<file path="src/rtl/vxe_vpu_cmd_bcast.sv">
// Command broadcaster: buffers destination-tagged commands in a small FIFO and
// delivers each one to every selected vector unit, collecting per-unit acks.
module vxe_vpu_cmd_bcast #(
  parameter int NR_VPUS    = 2,
  parameter int DEPTH_POW2 = 2
) (
  input  logic               clk,
  input  logic               nrst,
  input  logic               i_cmd_wr,
  output logic               o_cmd_rdy,
  input  logic [NR_VPUS-1:0] i_cmd_dst,
  input  logic [4:0]         i_cmd_op,
  input  logic [2:0]         i_cmd_th,
  input  logic [47:0]        i_cmd_pl,
  output logic [NR_VPUS-1:0] o_vpu_cmd_sel,
  input  logic [NR_VPUS-1:0] i_vpu_cmd_ack,
  output logic [4:0]         o_vpu_cmd_op,
  output logic [2:0]         o_vpu_cmd_th,
  output logic [47:0]        o_vpu_cmd_pl,
  input  logic [NR_VPUS-1:0] i_vpu_busy,
  input  logic [NR_VPUS-1:0] i_vpu_err,
  output logic               o_busy,
  output logic               o_err
);

  localparam int DEPTH = 1 << DEPTH_POW2;
  localparam int ENT_W = NR_VPUS + 5 + 3 + 48;
  localparam logic [DEPTH_POW2:0]   CNT_FULL = (DEPTH_POW2 + 1)'(DEPTH);
  localparam logic [DEPTH_POW2:0]   CNT_ONE  = (DEPTH_POW2 + 1)'(1);
  localparam logic [DEPTH_POW2-1:0] PTR_ONE  = DEPTH_POW2'(1);

  typedef enum logic {IDLE, SEND} state_t;

  state_t state, state_nxt;

  logic [ENT_W-1:0]      mem [DEPTH];
  logic [DEPTH_POW2-1:0] wptr, rptr;
  logic [DEPTH_POW2:0]   count;
  logic                  push, pop, load, empty, full;
  logic [NR_VPUS-1:0]    pending, pending_nxt;

  logic [NR_VPUS-1:0] head_dst;
  logic [4:0]         head_op;
  logic [2:0]         head_th;
  logic [47:0]        head_pl;

  assign empty = (count == '0);
  assign full  = (count == CNT_FULL);
  assign push  = i_cmd_wr && !full;
  assign {head_dst, head_op, head_th, head_pl} = mem[rptr];

  // Storage is data only; validity is tracked by count and pointers.
  always_ff @(posedge clk) begin
    if (push) mem[wptr] <= {i_cmd_dst, i_cmd_op, i_cmd_th, i_cmd_pl};
  end

  always_comb begin
    state_nxt   = state;
    pending_nxt = pending;
    pop         = 1'b0;
    load        = 1'b0;
    case (state)
      IDLE: begin
        if (!empty) begin
          pop = 1'b1;
          // A command with no destination is consumed without ever selecting a unit.
          if (head_dst != '0) begin
            load        = 1'b1;
            pending_nxt = head_dst;
            state_nxt   = SEND;
          end
        end
      end
      SEND: begin
        pending_nxt = pending & ~i_vpu_cmd_ack;
        if (pending_nxt == '0) state_nxt = IDLE;
      end
      default: state_nxt = IDLE;
    endcase
  end

  always_ff @(posedge clk) begin
    if (!nrst) begin
      state        <= IDLE;
      pending      <= '0;
      wptr         <= '0;
      rptr         <= '0;
      count        <= '0;
      o_vpu_cmd_op <= '0;
      o_vpu_cmd_th <= '0;
      o_vpu_cmd_pl <= '0;
    end else begin
      state   <= state_nxt;
      pending <= pending_nxt;
      if (push) wptr <= wptr + PTR_ONE;
      if (pop)  rptr <= rptr + PTR_ONE;
      case ({push, pop})
        2'b10:   count <= count + CNT_ONE;
        2'b01:   count <= count - CNT_ONE;
        default: count <= count;
      endcase
      if (load) begin
        o_vpu_cmd_op <= head_op;
        o_vpu_cmd_th <= head_th;
        o_vpu_cmd_pl <= head_pl;
      end
    end
  end

  // pending is zero whenever the FSM is idle, so it doubles as the select.
  assign o_vpu_cmd_sel = pending;
  assign o_cmd_rdy     = !full;
  assign o_busy        = !empty || (state == SEND) || (|i_vpu_busy);
  assign o_err         = |i_vpu_err;

endmodule

</file>
<file path="config.mk">
export PLATFORM = sky130hd
export DESIGN_NAME = vxe_vpu_cmd_bcast
export DESIGN_NICKNAME = d
export VERILOG_FILES = /design/src/rtl/vxe_vpu_cmd_bcast.sv
export SDC_FILE = /design/constraint.sdc
export NUM_CORES = 1
export LEC_CHECK = 0
export BUFFER_PORTS_ARGS = -buffer_cell sky130_fd_sc_hd__buf_2
export CORE_MARGIN = 5
export CORE_UTILIZATION = 37
export CTS_CLUSTER_DIAMETER = 60
export DETAILED_ROUTE_END_ITERATION = 10
export HOLD_SLACK_MARGIN = 0.03
export SLEW_MARGIN = 5
export SYNTH_ARGS = -nofsm -noshare
export SYNTH_HDL_FRONTEND = slang
export SYNTH_SLANG_ARGS = --single-unit
</file>
<file path="constraint.sdc">
create_clock -name clk -period 5.3 [get_ports clk]
set_clock_uncertainty 0.2 [all_clocks]
set_input_delay 0.53 -clock clk [delete_from_list [all_inputs] [get_ports clk]]
set_output_delay 0.53 -clock clk [all_outputs]
set_load 0.005 [all_outputs]
</file>
==> run metrics, run 1 <==
outcome=finished, final reports clean; most frequent cells in the layout=edfxtp_1 (232), buf_2 (126), nand2_1 (113), dfxtp_1 (66), mux4_2 (58); drt via density=approximately 4.8; FF+latch count, synth=300; RD Place Congestion=approximately 0.67; drt total wl=between 20000 and 25000 um; ranking of synthesized cells by area=edfxtp_1 (62%), dfxtp_1 (12%), mux4_2 (12%); chip width=roughly 180 um; first-pass GRT wire length=around 33000 um; H-tree depth=2; CTS tree=yes; DRC=0; register area share after synthesis=0.743; drt first pass iters=4; switching power=about 1.8 mW; Layout Utilization=0.449; critical path required time=approximately 5.5 ns; Seq. cell area=0.00834 mm2; top cell type's share of synthesized area=0.622; Rows=between 60 and 70; Via Count=5669; Fin Setup TNS=0 ns; Async SR Flop Fraction=0; PwrDens=around 500 mW/mm2; Post-DP HPWL=roughly 12000 um; Worst Setup Start Kind=flip-flop; vias in the first global route=between 5000 and 6000; Final Hold Violating Endpoints=0; WS Path Type=reg2reg; Synth area leader=edfxtp_1; Post-CTS Resized=0; fillers=2677; initial detailed-routing violation count=approximately 320; Max Buffers Root-to-Sink=3; internal power=slightly below 5 mW; total CTS buffers=34; Yosys warning total=0; RSZ-0062 raised after global routing=false; total track usage=0.125; clk slew on worst S/H paths=0.05 ns; commonest register cell after synthesis=edfxtp_1; period utilization=0.578; critical path arrival=3.28 ns; syn nets=approximately 700; starting density of the core=0.376; share of cells above drive strength 1=0.301; Die Height=roughly 180 um; antenna violations before repair=2; Synth-to-Final Area Change=19.2%; # clock sinks=300; grt ovf=0; Post-synth EDFFs=roughly 230; worst hold-check path type=in2reg; sw frac=0.272; Clock power frac=0.308; syn avg cell area=17.9 um2; Sequential Power Share=0.464; Max-cap violations=0; largest fanout on the critical path=37; P_leak=4.91 nW; fmax=between 300 and 400 MHz; max_slew headroom=0.347; Worst-Margin Slew=just under 1 ns; Post-CTS Setup Inserts=0; CP endpoint kind=flip-flop; Max VDD drop=~0.22 mV; Ports=about 130; Port Buffers=between 100 and 150; DR WL/cell=18.2 um; Core Area=0.0298 mm2; Multi-input gate area=around 0.0027 mm2; Synth cell types=33; post-synth design cell area=0.0112 mm2; Root Buffer=clkbuf_16; pin count of the biggest net entering global routing=between 60 and 70; Cells after Synth=625; Slew Limit Fails=0; die area=0.0339 mm2; final net count=about 840; post-route ant nets=0; commonest non-fill, non-tap cell in the layout=edfxtp_1; Hold Buf Count CTS=14; final setup fails=0; combinational power share=0.227; Min Clock Period, post-route=~3.1 ns; Clk Latency, worst-skew pair=between 0.4 and 0.5 ns
[state kept, by name (all words and copies together) (netlist names), named ones only]
| signal | count |
|---|---|
| o_vpu_cmd_th | 3 |
| o_vpu_cmd_pl | 48 |
| wptr | 2 |
| o_vpu_cmd_op | 5 |
| count | 3 |
| rptr | 2 |
| o_vpu_cmd_sel | 2 |
| mem | 232 |
| state | 1 |
[final cells by class]
class / instances / share of cell area
repair buffers: 145 / 0.0614
diodes: 1 / 0.000187
clock buffers: 53 / 0.0713
multi-input cells: 280 / 0.201
inverters: 8 / 0.00225
well taps: 390 / 0.0365
flip-flops and latches: 300 / 0.624
clock inverters: 8 / 0.00309
[per-stage QoR]
step | worst slack (ns) | area (um2) | hold WS [ns] | instances | power (mW)
3_3_place_gp | 2.15 | 12200 | 0.245 | 1109 | 4.78
4_1_cts | 2.16 | 13400 | 0.0302 | 1184 | 6.93
5_1_grt | 1.99 | 13400 | 0.0395 | 1184 | 7.19
6_report | 2.24 | 13400 | 0.0524 | 1185 | 6.80
2_1_floorplan | 2.45 | 11200 | 0.254 | 625 | 4.27
3_5_place_dp | 2.16 | 12200 | 0.251 | 1109 | 4.80
[path summary, 6_finish.rpt]
kind / cells past startpoint / start / slack [ns] / to
max: 4 / flip-flop / 2.24 / o_vpu_cmd_pl[27]
min: 1 / i_cmd_pl[26] / 0.05 / mem[2][26]
max reg2reg: 4 / flip-flop / 2.24 / o_vpu_cmd_pl[27]
min reg2reg: 2 / o_vpu_cmd_op[0] / 0.25 / o_vpu_cmd_op[0]
[power by group through the flow]
stage          clock network, mW  logic, mW  registers [mW]
6_report                    2.10       1.55            3.16
5_1_grt                     2.26       1.71            3.21
4_1_cts                     2.16       1.60            3.17
3_5_place_dp                   0       1.59            3.22
3_3_place_gp                   0       1.57            3.21
2_1_floorplan                  0       1.13            3.15
[synthesized netlist by cell type (2+ instances only)]
library cell  instances
mux2i_1              56
buf_2                 7
buf_4                 2
clkbuf_1             19
nand2_1             113
xor2_1                2
ha_1                  5
or4_1                 2
a21oi_1               9
dfxtp_1              68
buf_6                 4
a21o_1                2
o21ai_0               4
or3_1                 2
and3_1                4
edfxtp_1            232
nor2b_1               3
buf_1                 5
mux4_2               58
nor2_1                4
nand3_1               5
inv_1                 8
[cells by family after synthesis]
| kind of cell | synth area share |
|---|---|
| AND/OR/NAND/NOR | 0.0510 |
| flip-flops | 0.743 |
| buffers and inverters | 0.0192 |
| adder cells (fa/ha/maj) | 0.00737 |
| XOR/XNOR | 0.00156 |
| AO/OA/AOI/OAI | 0.0112 |
| multiplexers | 0.167 |
[per-layer routing]
metal	wire length, um	up-vias	global-route usage	share of wire
li1	-	2672	-	-
met1	9360	2811	0.169	0.43
met2	10500	147	0.204	0.49
met3	1260	35	0.0305	0.059
met4	443	4	0.0343	0.021
met5	31	-	0	0.0014
[worst max-delay path, stage by stage, from the launching register on]
cell,delay [ns]
dfxtp_4,0.71
mux4_2,0.64
o211ai_4,0.81
buf_12,0.37
mux2i_1,0.24
Power figures use the tool's default switching activity.
==> run 2: changes to the inputs <==
==> constraint.sdc (replaced) <==
create_clock -name clk -period 2.85 [get_ports clk]
set_clock_uncertainty 0.2 [all_clocks]
set_input_delay 0.285 -clock clk [delete_from_list [all_inputs] [get_ports clk]]
set_output_delay 0.285 -clock clk [all_outputs]
set_load 0.005 [all_outputs]
==> run 2 against run 1 <==
  * Via count rose by 4.8%
  * Combinational power up 100%
  * Clock power up 120%
  * Sequential cell count is the same
  * Largest cell class unchanged
  * Power up 97%
  * Count of clock-buffer cells in the layout down 12
  * Setup slack worse by 1.9 ns
==> run metrics, run 2 (synthesis results as in run 1) <==
worst hold-check path type=reg2reg; CP Depth=8 (+4); Post-DP HPWL=12800 um (+4.5%); die area=0.0339 mm2 (unchanged); Finished Cell Area=0.0142 mm2 (+6.3%); Via Count=5939 (+4.8%); first-pass GRT wire length=35100 um (+5.8%); H-tree depth=2 (unchanged); min-delay src=o_vpu_cmd_pl[6]; Root Buffer=clkbuf_16; reg2reg path depth=8 (+4); fmax=391 MHz (+20%); max_slew headroom=0.502 (+0.155); Critical Path Max Stage Delay=0.58 ns (-0.23 ns); max reg flops=232 (unchanged); drt first pass iters=4 (unchanged); Slew Limit Fails=0 (unchanged); Worst Setup Start Kind=flip-flop; critical path arrival=2.78 ns (-0.50 ns); Port Buffers=127 (unchanged); drt via density=4.76 (-0.45%); most frequent cells in the layout=edfxtp_1 (232), buf_2 (126), nand2_1 (113), dfxtp_1 (66), dlygate4sd3_1 (63); drt total wl=22000 um (+1.9%); largest fanout on the critical path=10 (-73%); final net count=903 (+7.2%); grt ovf=0 (unchanged); share of cells above drive strength 1=0.313 (+0.0117); reg-to-reg slack, setup=0.29 ns (-1.94 ns); Ports=128 (unchanged); PwrDens=946 mW/mm2 (+86%); Die Height=184 um (unchanged); Worst Path Buf+Inv=1 (unchanged); vias in the first global route=6401 (+9.8%); Fin Setup TNS=0 ns (unchanged); Clk Latency, worst-skew pair=0.51 ns (+0.02 ns); critical path required time=3.07 ns (-2.45 ns); antenna violations before repair=0 (-2); crit-path cells=or3b_2 > nand2_1 > ha_1 > inv_1 > fa_1 > xor2_1 > or3_1 > a21oi_1; Max Buffers Root-to-Sink=3 (unchanged); Cells on Worst Hold Path=2 (+1); Min Clock Period, post-route=2.56 ns (-0.507 ns); Worst-Margin Slew=0.747 ns (-0.228 ns); starting density of the core=0.376 (unchanged); total track usage=0.131 (+0.00625); Biggest register=mem; CTS tree=yes; P_leak=5.29 nW (+7.8%); initial detailed-routing violation count=283 (-11%); CP endpoint kind=flip-flop; Synth-to-Final Area Change=26.7%; placed instance area=0.0124 mm2 (+1.2%); R2R Path End=count[2]; Antenna Cells=0 (-1); RD Place Congestion=0.657 (-1.6%); Final Hold Violating Endpoints=0 (unchanged); final setup fails=0 (unchanged); RSZ-0062 raised after global routing=false; period utilization=0.897 (+0.319); outcome=finished, final reports clean; post-route ant nets=0 (unchanged); pin count of the biggest net entering global routing=68 (unchanged); Rows=63 (unchanged); Largest regs=mem x232, o_vpu_cmd_pl x48, o_vpu_cmd_op x5; crit path max-delay cell type=or3b_2; DRC=0 (unchanged); WHS Endpoint=o_vpu_cmd_pl[6]; CP delay by family, top=simple AND/OR/NAND/NOR gates; Core Area=0.0298 mm2 (unchanged); RR Startpoint=count[2]; clk slew on worst S/H paths=0.06 ns (about the same); chip width=184 um (unchanged); DR WL/cell=17.6 um (-3.2%); # clock sinks=300 (unchanged); WS Path Type=reg2reg; Max VDD drop=0.485 mV (+120%); total CTS buffers=36 (+5.9%); Post-CTS Resized=0 (unchanged); commonest non-fill, non-tap cell in the layout=edfxtp_1; Max-cap violations=0 (unchanged)
==> run 2: changes by cell type in the layout (fill, tap and decap cells not counted), sizes merged <==
cell,before,now
clkinv,6,13
clkbuf,53,41
diode,1,0
clkinvlp,0,2
bufinv,0,4
buf,131,141
inv,10,13
dlygate4sd3,14,63
==> run 2: how the worst max path moves through the flow <==
stage	from	end	slack, ns
6_report	count[2]	count[2]	0.29
5_1_grt	count[2]	count[2]	0.14
2_1_floorplan	count[2]	count[2]	0.36
3_5_place_dp	count[2]	count[2]	0.30
4_1_cts	count[2]	count[2]	0.28
3_3_place_gp	count[2]	count[2]	0.34
==> run 2: where the power goes <==
group	internal (mW)	switching, mW
logic	1.56	1.57
clock network	2.78	1.75
registers	5.46	0.301
==> run 2: repair_timing <==
item,in CTS,in global routing
endpoints found under the hold margin,245,0
setup buffers,0,0
hold buffers,63,0
==> run 2: per-stage QoR <==
step / utilization / std cells / worst slack, ns / hold WS, ns / total power [mW]
floorplan: - / 625 / 0.361 / 0.184 / 7.93
global placement: 0.415 / 1119 / 0.335 / 0.241 / 8.97
detailed placement: 0.415 / 1119 / 0.296 / 0.249 / 9.01
CTS: 0.477 / 1247 / 0.281 / 0.257 / 13.7
global route: 0.477 / 1247 / 0.139 / 0.279 / 14.2
finish: 0.477 / 1247 / 0.293 / 0.252 / 13.4
==> run 2: worst reg2reg max path, stage by stage, from the launching register on <==
cell     delay [ns]
dfxtp_1        0.39
or3b_2         0.58
nand2_1        0.12
ha_1           0.18
inv_1          0.06
fa_1           0.37
xor2_1         0.15
or3_1          0.30
a21oi_1        0.15
==> run 2: layout make-up <==
cell class	instances	area (um2)
Inverter	8	30.0
Clock inverter	24	243
Multi-Input combinational cell	280	2690
Fill cell	2617	15600
Timing Repair Buffer	204	1460
Sequential cell	300	8340
Tap cell	390	488
Clock buffer	41	951
==> run 2: metal layers <==
metal	up-vias	global-route usage	routed length (um)
met4	0	0.0358	397
met3	34	0.0285	1140
met5	-	0	0
met2	125	0.233	11300
met1	2979	0.163	9130
li1	2801	-	-
==> run 3: changes to the inputs <==
--- a/config.mk
+++ b/config.mk
@@ -11,6 +11,7 @@
 export CTS_CLUSTER_DIAMETER = 60
 export DETAILED_ROUTE_END_ITERATION = 10
 export HOLD_SLACK_MARGIN = 0.03
+export RECOVER_POWER = 100
 export SLEW_MARGIN = 5
 export SYNTH_ARGS = -nofsm -noshare
 export SYNTH_HDL_FRONTEND = slang
==> run 3 against run 2 <==
  * Count of clock-buffer cells in the layout unchanged
  * First-iteration DRC count decreased by 20%
  * Combinational power decreased by 5%
  * Sequential share of layout area increased by 0.87 points
  * Utilization decreased by 0.72 points
  * Wire length increased by 0.30%
  * Final area decreased by 1.5%
  * Sequential power about the same
  * Global-route usage unchanged
  * Setup slack got worse by 0.019 ns
  * Critical endpoint is now mem[3][51]
  * Largest cell class unchanged
  * Highest routed layer unchanged
==> run metrics, run 3 (synthesis results as in run 1) <==
Max-cap violations=0 (unchanged); antenna violations before repair=0 (unchanged); critical path arrival=2.51 ns (-0.27 ns); Die Height=184 um (unchanged); Fin Setup TNS=0 ns (unchanged); die area=0.0339 mm2 (unchanged); DRC=0 (unchanged); final net count=903 (unchanged); final setup fails=0 (unchanged); # clock sinks=300 (unchanged); Via Count=5932 (-0.12%); Final Hold Violating Endpoints=0 (unchanged); most frequent cells in the layout=edfxtp_1 (232), nand2_1 (113), clkbuf_1 (96), dfxtp_1 (67), dlygate4sd3_1 (63); Finished Cell Area=0.0140 mm2 (-1.5%); Metal-1 WL=9160 um (+0.26%); Slew Limit Fails=0 (unchanged); Largest regs=mem x232, o_vpu_cmd_pl x48, o_vpu_cmd_op x5; pin count of the biggest net entering global routing=68 (unchanged); routed length on met2=11300 um (+0.15%); period utilization=0.904 (+0.00664); Antenna Cells=0 (unchanged); starting density of the core=0.376 (unchanged); Post-CTS Resized=0 (unchanged); max reg flops=232 (unchanged); initial detailed-routing violation count=227 (-20%); placed insts=1119 (unchanged); drt total wl=22000 um (+0.30%); P_leak=4.97 nW (-6.2%); crit-path cells=or3b_2 > and3_1 > clkbuf_2; first-pass GRT wire length=35100 um (unchanged); total CTS buffers=36 (unchanged); RSZ-0062 raised after global routing=false; highest metal used=met4; Worst Path Buf+Inv=1 (unchanged); grt ovf=0 (unchanged); chip width=184 um (unchanged); RD Place Congestion=0.657 (unchanged); drt first pass iters=5 (+1); Layout Cells excl Fill=1247 (unchanged); critical path required time=2.79 ns (-0.28 ns); Worst Setup Start Kind=flip-flop; crit path max-delay cell type=and3_1; CTS tree=yes; Synth-to-Final Area Change=24.8%; Ports=128 (unchanged); share of cells above drive strength 1=0.195 (-0.118); largest fanout on the critical path=15 (+5); commonest non-fill, non-tap cell in the layout=edfxtp_1; DP Worst Slack=0.296 ns (unchanged); Root Buffer=clkbuf_16; Core Area=0.0298 mm2 (unchanged); Rows=63 (unchanged); Max Buffers Root-to-Sink=3 (unchanged); Max VDD drop=0.478 mV (-1.4%); DR WL/cell=17.7 um (+0.30%); H-tree depth=2 (unchanged); Clk Latency, worst-skew pair=0.51 ns (about the same); final hold slack=0.252 ns (-0.0000100 ns); vias in the first global route=6401 (unchanged); max_slew headroom=0.296 (-0.206); clk slew on worst S/H paths=0.06 ns (about the same); Min Clock Period, post-route=2.58 ns (+0.0189 ns); Biggest register=mem; CP delay by family, top=simple AND/OR/NAND/NOR gates; CP endpoint kind=flip-flop; drt via density=4.76 (-0.12%); WS Path Type=reg2reg; Critical Path Max Stage Delay=0.80 ns (+0.22 ns); placed instance area=0.0124 mm2 (unchanged); worst hold-check path type=reg2reg; Post-DP HPWL=12800 um (unchanged); outcome=finished, final reports clean; metal3 WL=1170 um (+1.9%); post-route ant nets=0 (unchanged); Worst-Margin Slew=1.06 ns (+0.309 ns); PwrDens=949 mW/mm2 (+0.39%); worst setup margin=0.274 ns (-0.0189 ns); fmax=388 MHz (-0.73%); Port Buffers=127 (unchanged); total track usage=0.131 (unchanged)
[run 3: cell count changes in the layout (fill, tap and decap cells not counted), moves of 3 or more]
cell,previous run,this run
and3_4,4,0
clkbuf_4,0,3
buf_1,0,3
and3_1,0,3
buf_12,7,3
buf_2,126,31
clkbuf_1,3,96
[run 3: through the flow]
step | utilization | power (mW)
3_5_place_dp | 0.415 | 9.01
5_1_grt | 0.469 | 14.0
4_1_cts | 0.477 | 13.7
2_1_floorplan | - | 7.93
3_3_place_gp | 0.415 | 8.97
6_report | 0.469 | 13.3
[run 3: report_power, final]
group          switching (mW)  internal (mW)  total (mW)
Combinational            1.54           1.42        2.96
Sequential              0.310           5.47        5.78
Clock                    1.76           2.78        4.54
Total                    3.61           9.67        13.3
[run 3: path summary, 6_finish.rpt]
kind	start	end	slack (ns)	cells past startpoint
worst max-delay path	count[0]	mem[3][51]	0.27	3
worst min-delay path	o_vpu_cmd_pl[6]	o_vpu_cmd_pl[6]	0.25	2
worst max register to register	count[0]	mem[3][51]	0.27	3
worst min register to register	o_vpu_cmd_pl[6]	o_vpu_cmd_pl[6]	0.25	2
[run 3: cell type report]
cell class	count	area, um2
inverter	8	30.0
multi-input combinational	280	2660
tap	390	488
clock inverter	24	243
sequential	300	8330
timing repair buffer	204	1280
fill	2666	15800
clock buffer	41	951
[run 3: per-layer routing]
metal,track usage,vias up
met5,0,-
li1,-,2800
met2,0.233,126
met3,0.0285,34
met4,0.0358,0
met1,0.163,2972
[run 3: worst register-to-register path, stage by stage, from the launching register on]
cell and delay (ns):
dfxtp_1 0.41, or3b_2 0.26, and3_1 0.80, clkbuf_2 0.55
[run 3: timing repair]
item,in CTS,in global routing
setup buffers,0,0
endpoints found under the setup margin,0,0
hold buffers,63,0
hold endpoints to repair,245,0
